==> src/rtl/skitter_pkg.sv <==
// Shared definitions for the skitter tap-word generator.
//   NTAP, CODE_BASE : delay-line geometry (tap count, code of the first set tap)
//   state_t         : controller states
//   therm_decode    : position code -> thermometer tap word
package skitter_pkg;

    localparam int NTAP      = 22;
    localparam int CODE_BASE = 17;

    typedef enum logic [1:0] {
        ST_IDLE   = 2'd0,
        ST_STREAM = 2'd1,
        ST_SWEEP  = 2'd2
    } state_t;

    // Number of set taps is code - CODE_BASE + 1, clamped to 0..NTAP.
    function automatic logic [NTAP-1:0] therm_decode(input int code);
        int              m;
        logic [NTAP-1:0] word;
        m = code - CODE_BASE + 1;
        if (m < 0) begin
            m = 0;
        end else if (m > NTAP) begin
            m = NTAP;
        end
        for (int k = 0; k < NTAP; k++) begin
            word[k] = (k < m);
        end
        return word;
    endfunction

endpackage

==> src/rtl/skitter_code_fifo.sv <==
// Position-code input queue for the tap-word generator.
// Synchronous FIFO, count-based full/empty, head word presented on dout.
//   clk, rst   : clock, asynchronous active-high reset (empties the queue)
//   push, din  : write strobe and data (ignored when full)
//   pop, dout  : read strobe (ignored when empty) and head-of-queue data
//   full, empty: occupancy flags
module skitter_code_fifo #(
    parameter int DEPTH = 4,
    parameter int WIDTH = 6
) (
    input  logic             clk,
    input  logic             rst,
    input  logic             push,
    input  logic [WIDTH-1:0] din,
    input  logic             pop,
    output logic [WIDTH-1:0] dout,
    output logic             full,
    output logic             empty
);
    localparam int AW = $clog2(DEPTH);

    logic [WIDTH-1:0] mem [DEPTH];
    logic [AW-1:0]    wr_ptr;
    logic [AW-1:0]    rd_ptr;
    logic [AW:0]      count;
    logic             do_push;
    logic             do_pop;

    assign full    = (count == (AW+1)'(DEPTH));
    assign empty   = (count == '0);
    assign do_push = push && !full;
    assign do_pop  = pop && !empty;
    assign dout    = mem[rd_ptr];

    always_ff @(posedge clk) begin
        if (do_push) begin
            mem[wr_ptr] <= din;
        end
    end

    // Pointers wrap naturally because DEPTH is a power of two.
    always_ff @(posedge clk or posedge rst) begin
        if (rst) begin
            wr_ptr <= '0;
            rd_ptr <= '0;
            count  <= '0;
        end else begin
            if (do_push) wr_ptr <= wr_ptr + 1'b1;
            if (do_pop)  rd_ptr <= rd_ptr + 1'b1;
            case ({do_push, do_pop})
                2'b10:   count <= count + 1'b1;
                2'b01:   count <= count - 1'b1;
                default: count <= count;
            endcase
        end
    end

endmodule

==> src/rtl/skitter_tap_gen.sv <==
// Synthetic tap-word generator: rebuilds the delay-line thermometer word from
// streamed position codes or from an internal triangle sweep.
//   clk, rst          : clock, asynchronous active-high reset
//   start, stop, mode : control pulses; mode 0 = stream, 1 = sweep
//   pos_in/valid/ready: stream input handshake
//   sweep_lo/hi/dwell : sweep limits and extra hold cycles per code
//   qout, q_valid     : tap word and new-word strobe (registered)
//   bout              : last-tap indicator, qout[NTAP-1]
//   busy, ovf         : not idle; sticky write-while-full flag
// Build option: SKITTER_JITTER_EN adds LFSR-driven +/-1 code jitter.
//
// state     | meaning
// ST_IDLE   | no output words; queue still accepts writes
// ST_STREAM | pop one queued code per cycle; stop drains queue first
// ST_SWEEP  | triangle sweep sweep_lo..sweep_hi, each code dwell+1 cycles
module skitter_tap_gen #(
    parameter int NTAP       = skitter_pkg::NTAP,
    parameter int CODE_BASE  = skitter_pkg::CODE_BASE,
    parameter int FIFO_DEPTH = 4
) (
    input  logic            clk,
    input  logic            rst,
    input  logic            start,
    input  logic            stop,
    input  logic            mode,
    input  logic [5:0]      pos_in,
    input  logic            pos_valid,
    output logic            pos_ready,
    input  logic [5:0]      sweep_lo,
    input  logic [5:0]      sweep_hi,
    input  logic [3:0]      sweep_dwell,
    output logic [NTAP-1:0] qout,
    output logic            q_valid,
    output logic            bout,
    output logic            busy,
    output logic            ovf
);
    import skitter_pkg::*;

    state_t          state_q, state_d;
    logic            drain_q, drain_d;
    logic [5:0]      cur_q, cur_d;
    logic            dir_up_q, dir_up_d;
    logic [5:0]      lo_q, lo_d;
    logic [5:0]      hi_q, hi_d;
    logic [3:0]      dwell_q, dwell_d;
    logic [3:0]      dwell_cnt_q, dwell_cnt_d;
    logic            emit;
    logic [5:0]      emit_code;
    logic            pop;
    logic            push;
    logic [5:0]      fifo_dout;
    logic            fifo_full;
    logic            fifo_empty;
    int              dec_code;
    logic [NTAP-1:0] word_d;

    assign pos_ready = !fifo_full;
    assign push      = pos_valid && !fifo_full && (state_q != ST_SWEEP);
    assign busy      = (state_q != ST_IDLE);
    assign bout      = qout[NTAP-1];

    skitter_code_fifo #(
        .DEPTH(FIFO_DEPTH),
        .WIDTH(6)
    ) u_fifo (
        .clk  (clk),
        .rst  (rst),
        .push (push),
        .din  (pos_in),
        .pop  (pop),
        .dout (fifo_dout),
        .full (fifo_full),
        .empty(fifo_empty)
    );

    always_comb begin
        state_d     = state_q;
        drain_d     = drain_q;
        cur_d       = cur_q;
        dir_up_d    = dir_up_q;
        lo_d        = lo_q;
        hi_d        = hi_q;
        dwell_d     = dwell_q;
        dwell_cnt_d = dwell_cnt_q;
        emit        = 1'b0;
        emit_code   = cur_q;
        pop         = 1'b0;
        case (state_q)
            ST_IDLE: begin
                drain_d = 1'b0;
                if (stop) begin
                    state_d = ST_IDLE;
                end else if (start && mode) begin
                    // First sweep word goes out on the same edge that leaves IDLE.
                    state_d     = ST_SWEEP;
                    lo_d        = sweep_lo;
                    hi_d        = sweep_hi;
                    dwell_d     = sweep_dwell;
                    cur_d       = sweep_lo;
                    dir_up_d    = 1'b1;
                    dwell_cnt_d = sweep_dwell;
                    emit        = 1'b1;
                    emit_code   = sweep_lo;
                end else if (start) begin
                    state_d = ST_STREAM;
                end
            end
            ST_STREAM: begin
                if (stop) drain_d = 1'b1;
                if (!fifo_empty) begin
                    pop       = 1'b1;
                    emit      = 1'b1;
                    emit_code = fifo_dout;
                end else if (drain_q || stop) begin
                    state_d = ST_IDLE;
                    drain_d = 1'b0;
                end
            end
            ST_SWEEP: begin
                if (stop) begin
                    state_d = ST_IDLE;
                end else begin
                    emit = 1'b1;
                    if (dwell_cnt_q != 4'd0) begin
                        dwell_cnt_d = dwell_cnt_q - 4'd1;
                    end else begin
                        dwell_cnt_d = dwell_q;
                        // Turn at the end codes so each is emitted once per pass.
                        if (lo_q >= hi_q) begin
                            cur_d = cur_q;
                        end else if (dir_up_q) begin
                            if (cur_q == hi_q) begin
                                cur_d    = cur_q - 6'd1;
                                dir_up_d = 1'b0;
                            end else begin
                                cur_d = cur_q + 6'd1;
                            end
                        end else begin
                            if (cur_q == lo_q) begin
                                cur_d    = cur_q + 6'd1;
                                dir_up_d = 1'b1;
                            end else begin
                                cur_d = cur_q - 6'd1;
                            end
                        end
                        emit_code = cur_d;
                    end
                end
            end
            default: begin
                state_d = ST_IDLE;
            end
        endcase
    end

`ifdef SKITTER_JITTER_EN
    logic [7:0] lfsr_q;

    always_ff @(posedge clk or posedge rst) begin
        if (rst) begin
            lfsr_q <= 8'hA5;
        end else if (emit) begin
            lfsr_q <= {lfsr_q[6:0], lfsr_q[7] ^ lfsr_q[5] ^ lfsr_q[4] ^ lfsr_q[3]};
        end
    end

    always_comb begin
        dec_code = int'(emit_code);
        case (lfsr_q[1:0])
            2'b00:   dec_code = dec_code - 1;
            2'b11:   dec_code = dec_code + 1;
            default: dec_code = dec_code;
        endcase
        if (dec_code < CODE_BASE - 1) begin
            dec_code = CODE_BASE - 1;
        end else if (dec_code > CODE_BASE + NTAP) begin
            dec_code = CODE_BASE + NTAP;
        end
        word_d = therm_decode(dec_code);
    end
`else
    always_comb begin
        dec_code = int'(emit_code);
        word_d   = therm_decode(dec_code);
    end
`endif

    always_ff @(posedge clk or posedge rst) begin
        if (rst) begin
            state_q     <= ST_IDLE;
            drain_q     <= 1'b0;
            cur_q       <= '0;
            dir_up_q    <= 1'b1;
            lo_q        <= '0;
            hi_q        <= '0;
            dwell_q     <= '0;
            dwell_cnt_q <= '0;
            qout        <= '0;
            q_valid     <= 1'b0;
            ovf         <= 1'b0;
        end else begin
            state_q     <= state_d;
            drain_q     <= drain_d;
            cur_q       <= cur_d;
            dir_up_q    <= dir_up_d;
            lo_q        <= lo_d;
            hi_q        <= hi_d;
            dwell_q     <= dwell_d;
            dwell_cnt_q <= dwell_cnt_d;
            q_valid     <= emit;
            if (emit) qout <= word_d;
            if (pos_valid && fifo_full) ovf <= 1'b1;
        end
    end

endmodule

==> config.mk <==
export PLATFORM = sky130hd
export DESIGN_NAME = skitter_tap_gen
export DESIGN_NICKNAME = d
export VERILOG_FILES = /design/src/rtl/skitter_pkg.sv /design/src/rtl/skitter_code_fifo.sv /design/src/rtl/skitter_tap_gen.sv
export SDC_FILE = /design/constraint.sdc
export NUM_CORES = 1
export LEC_CHECK = 0
export ABC_AREA = 1
export CAP_MARGIN = 30
export CORE_MARGIN = 3
export CORE_UTILIZATION = 62
export DETAILED_ROUTE_END_ITERATION = 10
export PLACE_DENSITY = 0.84
export SYNTH_ARGS = -nofsm -noshare
export SYNTH_HDL_FRONTEND = slang
export SYNTH_SLANG_ARGS = --single-unit
==> constraint.sdc <==
create_clock -name clk -period 7.18 [get_ports clk]
set_clock_uncertainty 0.1 [all_clocks]
set_input_delay 1.077 -clock clk [delete_from_list [all_inputs] [get_ports clk]]
set_output_delay 1.077 -clock clk [all_outputs]
set_load 0.05 [all_outputs]
# Word level (Yosys, flattened, before mapping)
# Memory sizes are Yosys's and may differ from the RTL's.
# Cells that the tools add are included.
dict set report classes {
  multipliers 0
  div_mod_pow 0
  bitwise 1
  add_sub_neg 9
  shift 0
  eq_ne 17
  reduce_logical 20
  n_lt_le_gt_ge 25
  mux 47
}
# cell n
set op_table {}
lappend op_table {{$lt A5 B32 Y1 const A} 8}
lappend op_table {{$lt A6 B32 Y1 const A} 6}
lappend op_table {{$lt A4 B32 Y1 const A} 4}
lappend op_table {{$lt A3 B32 Y1 const A} 2}
lappend op_table {{$mux W32} 2}
lappend op_table {{$mux W6} 9}
lappend op_table {{$lt A1 B32 Y1 const A} 1}
lappend op_table {{$lt A2 B32 Y1 const A} 1}
lappend op_table {{$mux W1} 18}
lappend op_table {{$ne A2 B2 Y1 const B} 9}
lappend op_table {{$pmux W6 S3} 1}
lappend op_table {{$mux W4} 4}
lappend op_table {{$eq A6 B6 Y1} 2}
lappend op_table {{$mux W2} 6}
lappend op_table {{$pmux W6 S2} 1}
lappend op_table {{$add A7 B2 Y8 const B} 1}
lappend op_table {{$gt A8 B6 Y1 const B} 1}
lappend op_table {{$lt A8 B1 Y1 const B} 1}
lappend op_table {{$pmux W4 S2} 1}
lappend op_table {{$reduce_and A4 Y1} 2}
lappend op_table {{$reduce_bool A2 Y1} 4}
lappend op_table {{$sub A6 B5 Y7 const B} 1}
lappend op_table {{$add A6 B1 Y6 const B} 1}
lappend op_table {{$ge A6 B6 Y1} 1}
lappend op_table {{other kinds (22)} 32}
dict set report totals {
  mem_bits_ro 0
  latch_bits 0
  n_memories 1
  ramBits 24
  register_bits 61
  wordCells 134
}
# name words word_bits rd rd_ports_with_merged_regs write_ports line_no
set memory_table {}
lappend memory_table {u_fifo.mem 4 6 1 0 1 skitter_code_fifo.sv:22} ;# logic [WIDTH-1:0] mem [DEPTH];

# Longest topological paths before layout
# Gate-level depths: netlist (run 1).
dict set report logic_depth {
  word_depth 13
  ltp_mapped 31
}

# Modules after synthesis
# Synthesis (run 1) repeated with hierarchy kept, for this count alone.
dict set report unflattened {
  hier_cells 671
  hier_area_um2 5201.2
}
# module instances area_per_inst_um2 cells_per_inst
set by_module_without_submodules {}
lappend by_module_without_submodules {skitter_tap_gen 1 3769.9 539}
lappend by_module_without_submodules {skitter_code_fifo 1 1431.4 132}

# Least setup slack after synthesis (run 1)
# No wires, ideal clock.
dict set report synth_path {
  kind {input to register}
  start {in start}
  end {reg qout[17]}
  setup_time_ps 120
  t_arrival_ps 3316
  n_path_buf 1
  required_ps 6960
  stages 26
  setup_slack_ps 3643
  cell_sequence {nand2_1 -> nor2_1 -> nand2_1 -> buf_2 -> inv_2 -> nand2_1 -> o21ai_0 -> inv_1 -> nand3_1 -> nand2_1 -> inv_1 -> ha_1 -> nand2_1 -> nand3b_1 -> nor2_1 -> nand2_1 -> nand2_1 -> nand2_1 -> nand2_2 -> inv_4 -> nand2_2 -> nand2_2 -> inv_2 -> nand2_1 -> o21ai_1 -> nand2_1}
}
dict set report synth_between {
  elab_chain_len 10
}
# item line_no
set synth_lines {}
lappend synth_lines {{from (decl)} skitter_tap_gen.sv:23} ;# input logic start,
lappend synth_lines {{$logic_and A1 B1 Y1 (*)} skitter_tap_gen.sv:94} ;# end else if (start && mode) begin
lappend synth_lines {{$mux W6} skitter_tap_gen.sv:94}
lappend synth_lines {{$mux W6} -}
lappend synth_lines {{$pmux W6 S3} skitter_tap_gen.sv:89} ;# case (state_q)
lappend synth_lines {{$sub A6 B5 Y7} skitter_pkg.sv:20} ;# m = code - CODE_BASE + 1;
lappend synth_lines {{$add A7 B2 Y8} skitter_pkg.sv:20}
lappend synth_lines {{$gt A8 B6 Y1} skitter_pkg.sv:23} ;# end else if (m > NTAP) begin
lappend synth_lines {{$mux W32} skitter_pkg.sv:23}
lappend synth_lines {{$mux W32} skitter_pkg.sv:21} ;# if (m < 0) begin
lappend synth_lines {{$lt A6 B32 Y1} skitter_pkg.sv:27} ;# word[k] = (k < m);
lappend synth_lines {{to (signal assigned)} skitter_tap_gen.sv:212} ;# if (emit) qout <= word_d;
lappend synth_lines {{to (decl)} skitter_tap_gen.sv:32} ;# output logic [NTAP-1:0] qout,
# Every way passes the cells marked *; elsewhere a longest branch is shown, timed or not.
# A chain may end at the register's enable or synchronous reset.

# Final worst setup path (run 1)
dict set report layout_path {
  start {in start}
  end {reg qout[2]}
}
dict set report layout_between {
  elab_chain_len 10
}
# item line_no
set layout_lines {}
lappend layout_lines {{$logic_and A1 B1 Y1 (*)} skitter_tap_gen.sv:94}
lappend layout_lines {{$mux W6} skitter_tap_gen.sv:94}
lappend layout_lines {{$mux W6} -}
lappend layout_lines {{$pmux W6 S3} skitter_tap_gen.sv:89}
lappend layout_lines {{$sub A6 B5 Y7} skitter_pkg.sv:20}
lappend layout_lines {{$add A7 B2 Y8} skitter_pkg.sv:20}
lappend layout_lines {{$gt A8 B6 Y1} skitter_pkg.sv:23}
lappend layout_lines {{$mux W32} skitter_pkg.sv:23}
lappend layout_lines {{$mux W32} skitter_pkg.sv:21}
lappend layout_lines {{$lt A3 B32 Y1} skitter_pkg.sv:27}
# Marks and branches as above.

==> summary.md, run 1 <==
| Metric | Value |
|---|---|
| Commonest cells after routing, fill and taps aside | `194 x nand2_1, 66 x inv_1, 60 x nor2_1, 60 x dfrtp_1, 54 x clkdlybuf4s50_1` |
| Initial antenna violation count | `0` |
| Fin nets | `between 700 and 800` |
| Post-synthesis cell count | `roughly 640` |
| Vias/cell | `between 5 and 6` |
| DP Worst Slack | `about 2.3 ns` |
| Crit path capture type | `flop` |
| Hold buffer count at cts | `0` |
| HP Class | `flop to flop` |
| Largest net degree at the start of global routing | `62` |
| Post-Synthesis Cell Area | `a little over 5000 um2` |
| Number of CTS-inserted buffers | `9` |
| Die W | `96.6 um` |
| Clock period minus worst slack | `4.51 ns` |
| CORE AREA | `between 7000 and 8000 um2` |
| FILL cells | `592` |
| Syn-to-layout area delta | `16.2%` |
| Register area share after synthesis | `between 40% and 50%` |
| Clock Sinks | `85` |
| Clock Tree Root | `clkbuf_8` |
| Actual transition at the worst max-transition pin | `between 0.7 and 0.8 ns` |
| Final worst slack | `2.67 ns` |
| Worst-Skew Late Latency | `around 0.37 ns` |
| Gp weighted congestion | `between 0.9 and 1` |
| CTS resizes | `0` |
| Fmax achieved | `roughly 0.22 GHz` |
| Crit-path max FO | `25` |
| IO buf count | `between 50 and 60` |
| Post-Syn Area per Cell | `a little under 8 um2` |
| Gr ovfl total | `0` |
| Crit path launch type | `primary input` |
| Share of layout cells above drive strength 1 | `11.4%` |
| Total Wirelength | `about 12,000 um` |
| Final slew viol count | `0` |
| Setup Buffers After CTS | `0` |
| Distinct cells, synth | `48` |
| Htree depth | `3` |
| Flops & latches, synth | `85` |
| Antenna viol nets, final | `0` |
| Final hold vios | `0` |
| Clock buffer depth | `2` |
| IO Pins | `55` |
| Crit path DAT | `~4.7 ns` |
| Post-Syn Nets | `roughly 700` |
| Starting Density | `between 60% and 70%` |
| Vias in the first global route | `around 4,300` |
| RSZ-0062 raised after global routing | `no` |
| Status | `completed` |
| First DRT Iteration DRCs | `roughly 300` |
| Most common cell after layout, fill and taps aside | `nand2_1` |
| Setup Viol. Count Final | `0` |
| DPL Wire Length | `9480 um` |
| Ys flop type | `dfrtp_1` |
| Wire length per cell | `about 16 um` |
| Slew HR | `between 40 and 50%` |
| CTS tree | `yes` |
| YS warnings | `0` |
| Setup CP Type | `primary input to flop` |
| First-pass GRT wire length | `20,400 um` |
| Max-cap violations | `0` |
| Setup_tns | `0 ns` |
| N_diodes | `0` |
| GRT Util Overall | `between 20% and 30%` |
| Async S/R FF share, synth | `71.8%` |
| Rows | `32` |
| Area of the multi-input gates | `2440 um2` |
| 1st-pass router iterations | `5` |
| Number of synthesized flops with an enable pin | `24` |
| CP required | `7.32 ns` |
| Die Ht | `96.6 um` |
| Worst-path clk slew | `0.08 ns` |
| Final period util | `between 60% and 70%` |
| Via count | `between 4,000 and 5,000` |
| DRC Markers | `0` |
| Storage cell area | `2250 um2` |
| Die area | `9320 um2` |
[worst max-delay path, cell delays in order]
cell	delay, ns
clkdlybuf4s50_1	0.52
nand2_1	0.08
nor2_1	0.12
nand2_1	0.26
inv_2	0.41
nand2_1	0.13
o21ai_0	0.10
inv_1	0.07
nand3_1	0.11
nand2_1	0.14
ha_1	0.27
nand3_1	0.13
nand3_1	0.12
inv_1	0.07
nand2_1	0.07
nand2_1	0.08
nand2_2	0.09
nor2_4	0.13
nand2_2	0.09
nand4_2	0.12
inv_1	0.09
nand2_1	0.12
nand2_1	0.08
nand2_1	0.07
nand3_1	0.09
[final cells by class]
| cell class | instances | area share (%) |
|---|---|---|
| Clock buffer | 9 | 2.10 |
| Tap cell | 102 | 2.16 |
| Multi-Input combinational cell | 461 | 41.4 |
| Inverter | 84 | 5.42 |
| Sequential cell | 85 | 38.0 |
| Clock inverter | 7 | 1.63 |
| Timing Repair Buffer | 55 | 9.27 |
[Yosys cell counts, types with 2 or more instances]
cell	count	area share, %
a211oi_1	2	0.30
a21oi_1	18	1.8
a21oi_2	2	0.34
a32o_1	3	0.59
buf_2	5	0.49
buf_4	3	0.44
clkbuf_1	6	0.44
clkinv_1	2	0.15
dfrtp_1	60	30
edfxtp_1	24	14
ha_1	17	4.2
inv_1	67	4.9
inv_2	13	0.96
inv_4	2	0.25
nand2_1	194	14
nand2_2	15	1.8
nand2_4	6	1.3
nand3_1	43	4.2
nand3_2	6	1.2
nand4_1	3	0.37
nand4_2	2	0.49
nor2_1	60	4.4
nor2_2	7	0.86
nor2_4	3	0.66
o211ai_1	11	1.6
o21ai_0	31	3.1
o21ai_1	8	0.79
o21bai_1	5	0.74
o221ai_1	2	0.34
xnor2_1	2	0.34
xor2_1	5	0.86
[metrics by stage]
stage	instance area, um2	hold slack [ns]	std cells	utilization, %
floorplan	5080	0.349	644	-
global placement	5690	0.353	787	72.5
detailed placement	5690	0.372	787	72.5
CTS	5910	0.392	803	75.3
global route	5910	0.417	803	75.3
finish	5910	0.384	803	75.3
[routing by layer]
| layer | global-route usage (%) | part of all wire (%) | vias up |
|---|---|---|---|
| met5 | 0 | 0 | - |
| met4 | 9.23 | 2.0 | 0 |
| met3 | 6.66 | 7.1 | 25 |
| met2 | 46.3 | 49 | 151 |
| met1 | 37.9 | 42 | 2100 |
| li1 | - | - | 2181 |
[kinds of logic after synthesis]
group,count (synthesis),synth area share (%)
adder cells (fa/ha/maj),18,4.58
AO/OA/AOI/OAI,91,11.1
buffers and inverters,98,7.68
AND/OR/NAND/NOR,345,31.3
flip-flops,85,44.2
XOR/XNOR,7,1.21
[registers in the layout, indices dropped and copies added (netlist names), 2 cells and up]
name and flops:
u_fifo.rd_ptr 2, lo_q 6, dwell_cnt_q 4, qout 22, dwell_q 4, cur_q 6, hi_q 6, u_fifo.count 3
u_fifo.wr_ptr 2, u_fifo.mem 24, state_q 2
[final timing paths]
kind / end / slack, ns / depth (start not counted) / start
max: qout[2] / 2.67 / 25 / start
min: ovf / 0.38 / 1 / ovf
max in group asynchronous: cur_q[3] / 5.30 / 3 / rst
max reg2reg: qout[2] / 3.31 / 24 / lo_q[3]
min reg2reg: ovf / 0.38 / 1 / ovf
min in group asynchronous: qout[3] / 1.16 / 3 / rst
Power of run 1 is not shown: default switching activity piles up to over one toggle a cycle in this logic, so the estimate is an artifact.
==> run 2: changes to the inputs <==
--- a/config.mk
+++ b/config.mk
@@ -8,9 +8,9 @@
 export ABC_AREA = 1
 export CAP_MARGIN = 30
 export CORE_MARGIN = 3
-export CORE_UTILIZATION = 62
+export CORE_UTILIZATION = 52
 export DETAILED_ROUTE_END_ITERATION = 10
-export PLACE_DENSITY = 0.84
+export PLACE_DENSITY = 0.75
 export SYNTH_ARGS = -nofsm -noshare
 export SYNTH_HDL_FRONTEND = slang
 export SYNTH_SLANG_ARGS = --single-unit
==> constraint.sdc (replaced) <==
create_clock -name clk -period 3.75 [get_ports clk]
set_clock_uncertainty 0.1 [all_clocks]
set_input_delay 0.5625 -clock clk [delete_from_list [all_inputs] [get_ports clk]]
set_output_delay 0.5625 -clock clk [all_outputs]
set_load 0.05 [all_outputs]
==> summary.md, run 2 (synthesis gave the netlist of run 1 again) <==
| Metric | Value |
|---|---|
| R2R Setup Slk | `0.22 ns (was 3.31 ns)` |
| Crit path launch type | `flop (was primary input)` |
| Starting Density | `54.2% (was 64.8%)` |
| Regs by FF count | `u_fifo.mem: 24 flops, qout: 22 flops (unchanged)` |
| Worst-path clk slew | `0.10 ns (was 0.08 ns)` |
| Clock period minus worst slack | `approximately 3.5 ns` |
| Most common cell on crit path | `nand2_1 (unchanged)` |
| Wire length per cell | `15.0 um (was 15.6 um)` |
| Worst-Skew Late Latency | `0.37 ns (about the same)` |
| Max incr delay on CP | `0.39 ns (was 0.52 ns)` |
| Top cell family by delay on the critical path | `simple AND/OR/NAND/NOR gates (unchanged)` |
| First DRT Iteration DRCs | `366 (was 303)` |
| FILL cells | `794 (was 592)` |
| Hold slack final | `0.301 ns (was 0.384 ns)` |
| IO Pins | `55 (unchanged)` |
| Most common cell after layout, fill and taps aside | `nand2_1 (unchanged)` |
| Syn-to-layout area delta | `23.7% (was 16.2%)` |
| Rows | `35 (was 32)` |
| First-pass GRT wire length | `21,200 um (was 20,400 um)` |
| Vias in the first global route | `4,462 (was 4,347)` |
| Max-cap violations | `0 (unchanged)` |
| Crit path DAT | `3.73 ns (was 4.65 ns)` |
| Die Ht | `105 um (was 96.6 um)` |
| Hold buffer count at cts | `0 (unchanged)` |
| Worst flop-to-flop path startpoint | `hi_q[4] (was lo_q[3])` |
| Most flop-heavy register | `u_fifo.mem (unchanged)` |
| Area post-placement | `5920 um2 (was 5690 um2)` |
| Crit-path max FO | `10 (was 25)` |
| Crit path to | `qout[14] (was qout[2])` |
| Fin nets | `771 (was 742)` |
| R2R Path End | `qout[14] (was qout[2])` |
| Fmax achieved | `between 0.2 and 0.3 GHz` |
| Slew HR | `52.4% (was 47.0%)` |
| CP required | `3.96 ns (was 7.32 ns)` |
| Crit path buf inv count | `5 (unchanged)` |
| N_diodes | `0 (unchanged)` |
| Number of flip-flops in the largest register | `24 (unchanged)` |
| Initial antenna violation count | `0 (unchanged)` |
| Setup CP Type | `flop to flop (was primary input to flop)` |
| CP Depth | `28 (was 25)` |
| Clock Tree Root | `clkbuf_8 (unchanged)` |
| Number of CTS-inserted buffers | `9 (unchanged)` |
| DRC Markers | `0 (unchanged)` |
| Clock buffer depth | `2 (unchanged)` |
| Crit path capture type | `flop (unchanged)` |
| GRT Util Overall | `23.9% (was 28.5%)` |
| HP Class | `primary input to asynchronous set/reset pin (was flop to flop)` |
| Gr ovfl total | `0 (unchanged)` |
| Gp weighted congestion | `0.893 (was 0.922)` |
| Htree depth | `3 (unchanged)` |
| IO buf count | `54 (unchanged)` |
| Via count | `4,638 (was 4,457)` |
| Status | `completed (unchanged)` |
| Die area | `11,000 um2 (was 9320 um2)` |
| CTS tree | `yes (unchanged)` |
| Antenna viol nets, final | `0 (unchanged)` |
| Final instance area | `6290 um2 (was 5910 um2)` |
| Vias/cell | `5.40 (was 5.55)` |
| Critical-path top delay cell | `dfrtp_1 (was clkdlybuf4s50_1)` |
| Clock Sinks | `85 (unchanged)` |
| Final period util | `94.1%` |
| Largest net degree at the start of global routing | `44 (was 62)` |
| Die W | `105 um (was 96.6 um)` |
| CORE AREA | `9370 um2 (was 7850 um2)` |
| 1st-pass router iterations | `6 (was 5)` |
| Total Wirelength | `12,800 um (was 12,500 um)` |
| Actual transition at the worst max-transition pin | `0.713 ns (was 0.794 ns)` |
| FF-to-FF path depth | `28 (was 24)` |
| Commonest cells after routing, fill and taps aside | `188 x nand2_1, 61 x inv_1, 60 x dfrtp_1 (was 194 x nand2_1, 66 x inv_1, 60 x nor2_1, 60 x dfrtp_1, 54 x clkdlybuf4s50_1)` |
| Critical Path Source | `hi_q[4] (was start)` |
| DPL Wire Length | `9730 um (was 9480 um)` |
| Final hold vios | `0 (unchanged)` |
| Final slew viol count | `0 (unchanged)` |
| Setup Viol. Count Final | `0 (unchanged)` |
| Share of layout cells above drive strength 1 | `17.7% (was 11.4%)` |
[run 2: changes by cell type in the layout (fill, tap and decap cells not counted), moves of 3 or more]
cell / before / now
buf_4: 1 / 29
inv_1: 66 / 61
inv_2: 14 / 18
nand2_1: 194 / 188
nand2_2: 15 / 19
nor2_1: 60 / 57
[run 2: per-layer routing]
metal  wire length [um]  global-route usage, %  vias to the layer above
li1                   -                      -                     2245
met1               5610                   32.6                     2226
met2               6360                   39.3                      154
met3                757                   5.25                       13
met4                121                   5.44                        0
met5                  0                      0                        -
[run 2: how the worst min path moves through the flow]
stage,to
6_report,ovf
5_1_grt,ovf
4_1_cts,u_fifo.count[1]
3_5_place_dp,qout[15]
3_3_place_gp,ovf
2_1_floorplan,dwell_q[0]
[run 2: timing repair]
action / 4_1_cts / 5_1_grt
resized for setup: 0 / 31
setup buffers: 0 / 4
setup endpoints to repair: 0 / 22
[run 2: worst reg2reg max path: cells and delay by family (launching register included)]
family,cells,cell delay [ns]
DFF,1,0.39
buffers and inverters,5,0.43
and+or+nand+nor,19,1.70
AOI/OAI and AO/OA,2,0.28
adders and majority gates,2,0.57
[run 2: cell type report]
class / count / area [um2] / share of cell area [%]
Clock buffer: 11 / 153 / 2.43
Multi-Input combinational cell: 461 / 2550 / 40.6
Tap cell: 129 / 161 / 2.57
Sequential cell: 85 / 2250 / 35.8
Inverter: 84 / 325 / 5.17
Timing Repair Buffer: 84 / 778 / 12.4
Clock inverter: 5 / 66.3 / 1.05
[run 2: per-stage QoR]
step	setup TNS (ns)	std cells	setup WS (ns)	utilization, %
global placement	0	838	0.0483	63.0
floorplan	0	644	0.521	-
CTS	0	855	0.132	65.5
finish	0	859	0.221	67.1
detailed placement	-0.389	839	-0.0891	63.2
global route	-0.247	859	-0.0548	67.1
Power of run 2 is left out for the same reason.
==> run 3: changes to the inputs <==
--- a/config.mk
+++ b/config.mk
@@ -10,6 +10,7 @@
 export CORE_MARGIN = 3
 export CORE_UTILIZATION = 52
 export DETAILED_ROUTE_END_ITERATION = 10
+export GPL_ROUTABILITY_DRIVEN = 0
 export PLACE_DENSITY = 0.75
 export SYNTH_ARGS = -nofsm -noshare
 export SYNTH_HDL_FRONTEND = slang
==> summary.md, run 3 (synthesis gave the netlist of run 1 again) <==
| Metric | Value |
|---|---|
| Hold buffer count at cts | `0 (unchanged)` |
| Crit-path max FO | `6 (was 10)` |
| Fmax achieved | `0.285 GHz (was 0.283 GHz)` |
| Regs by FF count | `u_fifo.mem: 24 flops, qout: 22 flops (unchanged)` |
| Final slew viol count | `0 (unchanged)` |
| Clock buffer depth | `2 (unchanged)` |
| Die area | `11,000 um2 (unchanged)` |
| Fin cells | `851 (was 859)` |
| Largest net degree at the start of global routing | `28 (was 44)` |
| First DRT Iteration DRCs | `272 (was 366)` |
| HP Class | `flop to flop (was primary input to asynchronous set/reset pin)` |
| CTS resizes | `0 (unchanged)` |
| 1st-pass router iterations | `5 (was 6)` |
| IO buf count | `54 (unchanged)` |
| CTS tree | `yes (unchanged)` |
| Vias/cell | `5.35 (was 5.40)` |
| Wire length per cell | `14.6 um (was 15.0 um)` |
| Total Wirelength | `12,400 um (was 12,800 um)` |
| Final period util | `93.6% (was 94.1%)` |
| Die Ht | `105 um (unchanged)` |
| Via count | `4,555 (was 4,638)` |
| Htree depth | `3 (unchanged)` |
| Worst-path clk slew | `0.09 ns (was 0.10 ns)` |
| Clock Tree Root | `clkbuf_8 (unchanged)` |
| GRT Util Overall | `23.5% (was 23.9%)` |
| Syn-to-layout area delta | `20.9% (was 23.7%)` |
| Core Util, Final | `65.6% (was 67.1%)` |
| Clock period minus worst slack | `3.51 ns (was 3.53 ns)` |
| # placed instances | `835 (was 839)` |
| Initial antenna violation count | `0 (unchanged)` |
| FILL cells | `810 (was 794)` |
| Setup Viol. Count Final | `0 (unchanged)` |
| Crit path launch type | `flop (unchanged)` |
| N_diodes | `0 (unchanged)` |
| Status | `completed (unchanged)` |
| Setup CP Type | `flop to flop (unchanged)` |
| Worst-Skew Late Latency | `0.36 ns (was 0.37 ns)` |
| Number of CTS-inserted buffers | `9 (unchanged)` |
| CORE AREA | `9370 um2 (unchanged)` |
| Commonest cells after routing, fill and taps aside | `190 x nand2_1, 64 x inv_1, 60 x dfrtp_1 (was 188 x nand2_1, 61 x inv_1, 60 x dfrtp_1)` |
| Setup_tns | `0 ns (unchanged)` |
| First-pass GRT wire length | `21,000 um (was 21,200 um)` |
| Actual transition at the worst max-transition pin | `0.702 ns (was 0.713 ns)` |
| Final hold vios | `0 (unchanged)` |
| Die W | `105 um (unchanged)` |
| Max-cap violations | `0 (unchanged)` |
| Antenna viol nets, final | `0 (unchanged)` |
| Starting Density | `54.2% (unchanged)` |
| Setup Buffers After CTS | `0 (unchanged)` |
| Fin nets | `763 (was 771)` |
| Share of layout cells above drive strength 1 | `15.7% (was 17.7%)` |
| Rows | `35 (unchanged)` |
| Clock Sinks | `85 (unchanged)` |
| Gr ovfl total | `0 (unchanged)` |
| Most flop-heavy register | `u_fifo.mem (unchanged)` |
| Slew HR | `53.2% (was 52.4%)` |
| Number of flip-flops in the largest register | `24 (unchanged)` |
| Crit path DAT | `3.67 ns (was 3.73 ns)` |
| IO Pins | `55 (unchanged)` |
| Most common cell after layout, fill and taps aside | `nand2_1 (unchanged)` |
| DPL Wire Length | `9610 um (was 9730 um)` |
| Crit path capture type | `flop (unchanged)` |
| R2R Setup Slk | `0.24 ns (was 0.22 ns)` |
| Vias in the first global route | `4,474 (was 4,462)` |
| DRC Markers | `0 (unchanged)` |
| CP required | `3.91 ns (was 3.96 ns)` |
[run 3: cell types whose count changed in the layout (fill, tap and decap cells not counted), moves of 2 or more]
cell / before / now
nand2_4: 8 / 6
inv_2: 18 / 16
nand2_1: 188 / 190
buf_4: 29 / 21
inv_1: 61 / 64
[run 3: worst max-delay path: stages (launching register included)]
cell and delay [ns]:
dfrtp_1 0.36, inv_1 0.07, ha_1 0.32, nand2_2 0.10, o21bai_4 0.20, nand4_4 0.12, inv_2 0.04, buf_4 0.14
nand2_1 0.05, nand3_1 0.12, a21oi_2 0.21, inv_2 0.08, ha_1 0.27, nand2_1 0.07, nand3b_1 0.18, nor2_1 0.13
nand2_1 0.06, nand2_1 0.05, nand2_1 0.05, nand2_2 0.07, inv_4 0.06, nand2_2 0.09, nand2_2 0.08, inv_2 0.07
nand2_1 0.07, o21ai_1 0.15, nand2_1 0.07
[run 3: path summary, 6_finish.rpt]
check                      startpoint       end  cells past startpoint
max                           hi_q[5]  qout[21]                     26
min in group asynchronous         rst   qout[3]                      2
max reg2reg                   hi_q[5]  qout[21]                     26
min                               ovf       ovf                      1
max in group asynchronous         rst   lo_q[0]                      4
min reg2reg                       ovf       ovf                      1
[run 3: layout make-up]
class,count,area (um2),share of cell area [%]
inverter,84,320,5.21
clock inverter,5,40.0,0.651
multi-input combinational,461,2510,40.8
sequential,85,2250,36.6
clock buffer,11,153,2.48
tap,129,161,2.63
timing repair buffer,76,718,11.7
[run 3: per-layer routing]
metal / GRT usage, % / part of all wire (%)
met1: 31.8 / 45
met2: 39.4 / 48
met3: 4.14 / 5.8
met4: 5.72 / 1.4
met5: 0 / 0
[run 3: metrics by stage]
step                      setup slack, ns  hold WS (ns)  cell area, um2
after floorplan                     0.521         0.349            5080
after global placement             0.0398         0.360            5870
after detailed placement           -0.130         0.358            5890
after CTS                           0.127         0.382            6090
after global routing             -0.00295         0.402            6150
final                               0.240         0.375            6150
Power of run 3 is left out for the same reason.
